File: config.mk
export PLATFORM = sky130hd
export DESIGN_NAME = uart_aes_block_packer
export DESIGN_NICKNAME = d
export VERILOG_FILES = /design/src/rtl/aes_uart_pkg.sv /design/src/rtl/uart_pack_idle_timer.sv /design/src/rtl/uart_aes_block_packer.sv
export SDC_FILE = /design/constraint.sdc
export NUM_CORES = 1
export LEC_CHECK = 0
export BUFFER_PORTS_ARGS = -buffer_cell sky130_fd_sc_hd__buf_2
export CAP_MARGIN = 20
export CORE_MARGIN = 8
export CORE_UTILIZATION = 58
export DETAILED_ROUTE_END_ITERATION = 7
export HOLD_SLACK_MARGIN = 0.1
export PLACE_DENSITY = 0.8
export SETUP_SLACK_MARGIN = 0.4
export SKIP_CTS_REPAIR_TIMING = 1
export SYNTH_ARGS = -nofsm -noshare
export SYNTH_HDL_FRONTEND = slang
export SYNTH_HIERARCHICAL = 1
export SYNTH_SLANG_ARGS = --single-unit
File: constraint.sdc
create_clock -name i_Clock -period 3.1 [get_ports i_Clock]
set_input_delay 0.31 -clock i_Clock [delete_from_list [all_inputs] [get_ports i_Clock]]
set_output_delay 0.31 -clock i_Clock [all_outputs]
set_load 0.01 [all_outputs]
File: src/rtl/aes_uart_pkg.sv
// Shared definitions for the UART-to-AES block packer: FSM encoding, default block size,
// and the byte-count width helper.
package aes_uart_pkg;

    localparam int unsigned AES_BLOCK_BYTES = 16;

    typedef enum logic {
        StFill = 1'b0,
        StFull = 1'b1
    } pack_state_e;

    // Width able to hold 0..bytes inclusive.
    function automatic int unsigned cnt_width(input int unsigned bytes);
        return $clog2(bytes + 1);
    endfunction

endpackage

File: src/rtl/uart_pack_idle_timer.sv
// Idle counter for the block packer: clears on clr_i, counts while en_i, and flags
// expire_o in the cycle the count reaches CYCLES-1.
module uart_pack_idle_timer #(
    parameter int unsigned CYCLES = 20000
) (
    input  logic i_Clock,
    input  logic i_Rst_L,
    input  logic clr_i,
    input  logic en_i,
    output logic expire_o
);

    localparam int unsigned TW = (CYCLES > 1) ? $clog2(CYCLES) : 1;
    localparam logic [TW-1:0] LastCnt = TW'(CYCLES - 1);

    logic [TW-1:0] cnt_q, cnt_d;

    always_ff @(posedge i_Clock or negedge i_Rst_L) begin
        if (!i_Rst_L) begin
            cnt_q <= '0;
        end else begin
            cnt_q <= cnt_d;
        end
    end

    always_comb begin
        expire_o = en_i && (cnt_q == LastCnt);
        cnt_d    = cnt_q;
        if (clr_i) begin
            cnt_d = '0;
        end else if (en_i && !expire_o) begin
            cnt_d = cnt_q + TW'(1);
        end
    end

endmodule

File: src/rtl/uart_aes_block_packer.sv
// Packs UART RX bytes into AES blocks, double-buffered behind a valid/ready port.
// Define UART_PACK_TIMEOUT_EN to discard partial blocks after TIMEOUT_CYCLES idle clocks.
module uart_aes_block_packer
    import aes_uart_pkg::*;
#(
    parameter int unsigned BLOCK_BYTES    = AES_BLOCK_BYTES,
    parameter bit          MSB_FIRST      = 1'b1,
    parameter int unsigned TIMEOUT_CYCLES = 20000
) (
    input  logic                              i_Clock,
    input  logic                              i_Rst_L,
    input  logic                              rx_dv_i,
    input  logic [7:0]                        rx_byte_i,
    input  logic                              flush_i,
    output logic                              blk_valid_o,
    output logic [8*BLOCK_BYTES-1:0]          blk_data_o,
    input  logic                              blk_ready_i,
    output logic [cnt_width(BLOCK_BYTES)-1:0] byte_cnt_o,
    output logic                              overrun_o,
    input  logic                              overrun_clr_i,
    output logic                              timeout_o
);

    localparam int unsigned   CW      = cnt_width(BLOCK_BYTES);
    localparam int unsigned   DW      = 8 * BLOCK_BYTES;
    localparam logic [CW-1:0] LastIdx = CW'(BLOCK_BYTES - 1);
    localparam logic [CW-1:0] FullCnt = CW'(BLOCK_BYTES);

    pack_state_e   state_q, state_d;
    logic [DW-1:0] asm_q, asm_d, out_q, out_d, asm_wr;
    logic [CW-1:0] cnt_q, cnt_d, wr_idx;
    logic          valid_q, valid_d, overrun_q, overrun_d;
    logic          slot_free, byte_accept, overrun_set, idle_expire, last_byte;

    assign slot_free = !valid_q || blk_ready_i;

    always_ff @(posedge i_Clock or negedge i_Rst_L) begin
        if (!i_Rst_L) begin
            state_q   <= StFill;
            asm_q     <= '0;
            out_q     <= '0;
            cnt_q     <= '0;
            valid_q   <= 1'b0;
            overrun_q <= 1'b0;
        end else begin
            state_q   <= state_d;
            asm_q     <= asm_d;
            out_q     <= out_d;
            cnt_q     <= cnt_d;
            valid_q   <= valid_d;
            overrun_q <= overrun_d;
        end
    end

    // A byte taken on a FULL->FILL transfer or on the expiry cycle starts a fresh block.
    always_comb begin
        wr_idx = (state_q == StFull || idle_expire) ? '0 : cnt_q;
        asm_wr = asm_q;
        for (int i = 0; i < int'(BLOCK_BYTES); i++) begin
            if (wr_idx == CW'(i)) begin
                if (MSB_FIRST) begin
                    asm_wr[DW-1-8*i -: 8] = rx_byte_i;
                end else begin
                    asm_wr[8*i +: 8] = rx_byte_i;
                end
            end
        end
        last_byte = (wr_idx == LastIdx);
    end

    always_comb begin
        state_d = state_q;
        unique case (state_q)
            StFill: begin
                if (!flush_i && rx_dv_i && last_byte && !slot_free) begin
                    state_d = StFull;
                end
            end
            StFull: begin
                if (flush_i || slot_free) begin
                    state_d = StFill;
                end
            end
            default: state_d = StFill;
        endcase
    end

    always_comb begin
        asm_d       = asm_q;
        out_d       = out_q;
        cnt_d       = cnt_q;
        valid_d     = valid_q && !blk_ready_i;
        byte_accept = 1'b0;
        overrun_set = 1'b0;
        unique case (state_q)
            StFill: begin
                if (flush_i) begin
                    cnt_d = '0;
                end else if (rx_dv_i) begin
                    byte_accept = 1'b1;
                    asm_d       = asm_wr;
                    if (last_byte) begin
                        if (slot_free) begin
                            out_d   = asm_wr;
                            valid_d = 1'b1;
                            cnt_d   = '0;
                        end else begin
                            cnt_d = FullCnt;
                        end
                    end else begin
                        cnt_d = wr_idx + CW'(1);
                    end
                end else if (idle_expire) begin
                    cnt_d = '0;
                end
            end
            StFull: begin
                if (flush_i) begin
                    cnt_d = '0;
                end else if (slot_free) begin
                    out_d   = asm_q;
                    valid_d = 1'b1;
                    cnt_d   = '0;
                    if (rx_dv_i) begin
                        byte_accept = 1'b1;
                        asm_d       = asm_wr;
                        cnt_d       = CW'(1);
                    end
                end else if (rx_dv_i) begin
                    overrun_set = 1'b1;
                end
            end
            default: ;
        endcase
        overrun_d = overrun_set || (overrun_q && !overrun_clr_i);
    end

    always_comb begin
        blk_valid_o = valid_q;
        blk_data_o  = out_q;
        byte_cnt_o  = cnt_q;
        overrun_o   = overrun_q;
    end

`ifdef UART_PACK_TIMEOUT_EN
    logic timeout_q;

    uart_pack_idle_timer #(
        .CYCLES(TIMEOUT_CYCLES)
    ) u_idle_timer (
        .i_Clock (i_Clock),
        .i_Rst_L (i_Rst_L),
        .clr_i   (byte_accept || idle_expire),
        .en_i    ((state_q == StFill) && (cnt_q != '0)),
        .expire_o(idle_expire)
    );

    always_ff @(posedge i_Clock or negedge i_Rst_L) begin
        if (!i_Rst_L) begin
            timeout_q <= 1'b0;
        end else begin
            timeout_q <= idle_expire;
        end
    end

    assign timeout_o = timeout_q;
`else
    logic unused_timeout_cfg;

    assign unused_timeout_cfg = (TIMEOUT_CYCLES == 0) ^ byte_accept;
    assign idle_expire        = 1'b0;
    assign timeout_o          = 1'b0;
`endif

endmodule
==> impl_metrics.env <==
export IMPL_clk_latency_ps=520
export IMPL_muxShareOfSynthArea=0.368
export IMPL_tns_ps=0
export IMPL_crit_slowest_cell="buf_4"
export IMPL_final_layout_size_suffix_gt1_frac=0.634
export IMPL_status="finished clean"
export IMPL_nFillCells=1444
export IMPL_end_kind="flop"
export IMPL_cts_path_max_buffers=3
export IMPL_gp_congestion=0.800
export IMPL_worst_ep_arrival_time_ps=2920
export IMPL_ant_nets=0
export IMPL_clk_pin_slew_ps=60
export IMPL_htree_levels=1
export IMPL_antenna_found_initial=1
export IMPL_max_stage_delay_ps=440
export IMPL_rows=52
export IMPL_reg2reg_depth=6
export IMPL_cp_buffers_inverters=1
export IMPL_whs_path_depth=3
export IMPL_path_cells="nor2b_1, ha_1, a41oi_1, nor3_2, buf_4, mux2_2"
export IMPL_power_leakage_nw=7.26
export IMPL_first_pass_iters=4
export IMPL_grt_max_degree=90
export IMPL_yosysSeqAreaShare=0.556
export IMPL_synth_fp_nets=818
export IMPL_max_slew_margin=0.508
export IMPL_synth_compound_area_share=0.00674
export IMPL_dieArea_um2=25300
export IMPL_grt_pass1_vias=7188
export IMPL_grt_setup_unrepaired="true"
export IMPL_synth_xor_area_frac=0.00147
export IMPL_clock_skew_ps=5.84
export IMPL_num_vias=6800
export IMPL_synthDistinctLibCells=41
export IMPL_path_class="reg2reg"
export IMPL_period_needed_ps=2520
export IMPL_cp_start_kind="flop"
export IMPL_fmax_ghz=0.397
export IMPL_crit_fanout=32
export IMPL_grt_pass1_wl_um=40600
export IMPL_drcViolationCount=0
export IMPL_die_h_um=159
export IMPL_placed_cells_incl_taps=1174
export IMPL_synth_simple_area_share=0.0367
export IMPL_hold_viol_final=0
export IMPL_nets=954
export IMPL_initial_core_util=0.589
export IMPL_cp_depth=6
export IMPL_irDropWorstVdd_v=0.000404
export IMPL_cts_made_buffers=27
export IMPL_clkSinkCount=264
export IMPL_cp_required_ps=3500
export IMPL_diodes=0
export IMPL_power_density_nw_per_um2=549
export IMPL_synthCells=800
export IMPL_wirelength_um=24600
export IMPL_grt_ovfl_total=0
export IMPL_crit_family="simple AND/OR/NAND/NOR gates"
export IMPL_synthAdderAreaFrac=0.00421
export IMPL_hpwl_um=15800
export IMPL_tightest_slew_ps=739
export IMPL_fin_crit_sh=0.812
export IMPL_cts_tree="built"
export IMPL_syn_avg_cell_area_um2=14.8
export IMPL_hold_path_class="in2reg"
export IMPL_io_pins=150
export IMPL_fin_cells=1226
export IMPL_drv_slew=0
export IMPL_synth_seq_cells=264
export IMPL_viasPerCell=5.55
export IMPL_setup_viol=0
export IMPL_die_w_um=159
export IMPL_synthToLayoutAreaGrowth_pct=16.0
export IMPL_cap_violations=0
export IMPL_grt_total_usage=0.195
export IMPL_synth_top_family_by_area="multiplexers"
export IMPL_avgRoutedWirePerCell_um=20.1
export IMPL_core_area_um2=20200
export IMPL_first_iter_violations=277
export IMPL_synth_warnings=6
export IMPL_syn_cell_area_um2=11900
export IMPL_io_buffers=148
export IMPL_root_buffer="clkbuf_16"
==> worst min-delay path: stages <==
cell	delay [ps]
buf_2	160
nand2_1	80
a31oi_1	80
==> layout by cell type (no fill, tap or decap), drive strengths merged, types with 2 or more instances in the layout <==
cell type	n
mux2	384
dfrtp	264
buf	163
clkbuf	39
nand2	17
nor2b	11
nand3	11
nor2	9
or2	5
ha	4
clkinvlp	4
bufinv	4
and2	4
inv	3
nand3b	3
dlygate4sd3	3
nand2b	2
o21ai	2
xor2	2
mux2i	2
a31oi	2
clkinv	2
nor3	2
nor3b	2
==> registers in the layout, indices dropped and copies added (netlist names) <==
register and cells:
byte_cnt_o 5, blk_data_o 128, state_q 1, blk_valid_o 1
overrun_o 1, asm_q 128
==> cells in the mapped netlist, drive strengths merged <==
| master | instances | area share |
|---|---|---|
| dfrtp | 264 | 0.56 |
| xor2 | 2 | 0.0015 |
| nand4 | 1 | 0.00053 |
| nand3b | 3 | 0.0019 |
| nand2 | 17 | 0.0068 |
| ha | 4 | 0.0042 |
| and3 | 1 | 0.00053 |
| mux2 | 384 | 0.37 |
| and2b | 1 | 0.00063 |
| conb | 1 | 0.00032 |
| or2 | 5 | 0.0026 |
| and2 | 4 | 0.0021 |
| o21ai | 2 | 0.00084 |
| nor2b | 11 | 0.0060 |
| o41ai | 1 | 0.00074 |
| o211a | 1 | 0.00084 |
| nor3 | 2 | 0.00084 |
| nor4 | 1 | 0.0018 |
| buf | 32 | 0.017 |
| clkbuf | 27 | 0.0085 |
| o22a | 1 | 0.00074 |
| nor2 | 9 | 0.0033 |
| nand3 | 11 | 0.0063 |
| nand2b | 2 | 0.0011 |
| o21a | 1 | 0.00063 |
| a31oi | 2 | 0.0011 |
| mux2i | 2 | 0.0017 |
| a21oi | 1 | 0.00042 |
| inv | 3 | 0.00095 |
| nor3b | 2 | 0.0022 |
| a211o | 1 | 0.00074 |
| a41oi | 1 | 0.00074 |
==> kinds of logic after synthesis <==
kind of cell | after synthesis
buffers and inverters | 62
AND/OR/NAND/NOR | 70
XOR/XNOR | 2
AO/OA/AOI/OAI | 11
adder cells (fa/ha/maj) | 4
multiplexers | 386
flip-flops | 264
other | 1
==> power by group <==
part	switching [W]	total (W)	internal, W
clock network	0.00131	0.00338	0.00208
registers	0.0000713	0.00367	0.00359
logic	0.000256	0.000515	0.000259
total	0.00163	0.00756	0.00593
==> final timing paths <==
kind / start / to / slack, ps
max in group asynchronous: i_Rst_L / blk_data_o[26] / 1710
min in group asynchronous: i_Rst_L / blk_data_o[94] / 330
max: byte_cnt_o[0] / blk_data_o[51] / 580
min: rx_dv_i / byte_cnt_o[0] / 150
max reg2reg: byte_cnt_o[0] / blk_data_o[51] / 580
min reg2reg: asm_q[77] / asm_q[77] / 490
==> per-stage QoR <==
| stage | utilization | hold WS (ps) | instance area (um2) | worst slack, ps | total power, W |
|---|---|---|---|---|---|
| finish | 0.683 | 154 | 13800 | 582 | 0.00756 |
| global route | 0.683 | 175 | 13800 | 395 | 0.00786 |
| CTS | 0.681 | -190 | 13700 | 548 | 0.00765 |
| detailed placement | 0.635 | 368 | 12800 | 546 | 0.00424 |
| global placement | 0.635 | 362 | 12800 | 641 | 0.00422 |
| floorplan | - | 14.4 | 11900 | 549 | 0.00405 |
==> final cells by class <==
cell class,instances,area [um2],share of cell area
Timing Repair Buffer,166,922,0.0669
Sequential cell,264,6610,0.479
Multi-Input combinational cell,474,4960,0.360
Tap cell,270,338,0.0245
Clock inverter,10,160,0.0116
Clock buffer,39,781,0.0567
Inverter,3,11.3,0.000817
==> layer usage <==
layer  GRT usage  wire length (um)  up-vias  share of wire
met1       0.258             10800     3521           0.44
met4      0.0407               359        2          0.015
met3      0.0419              1140       32          0.046
met5           0                12        -        0.00049
li1            -                 -     3123              -
met2       0.327             12300      122           0.50
No activity file was read; power rests on OpenSTA's default activity.
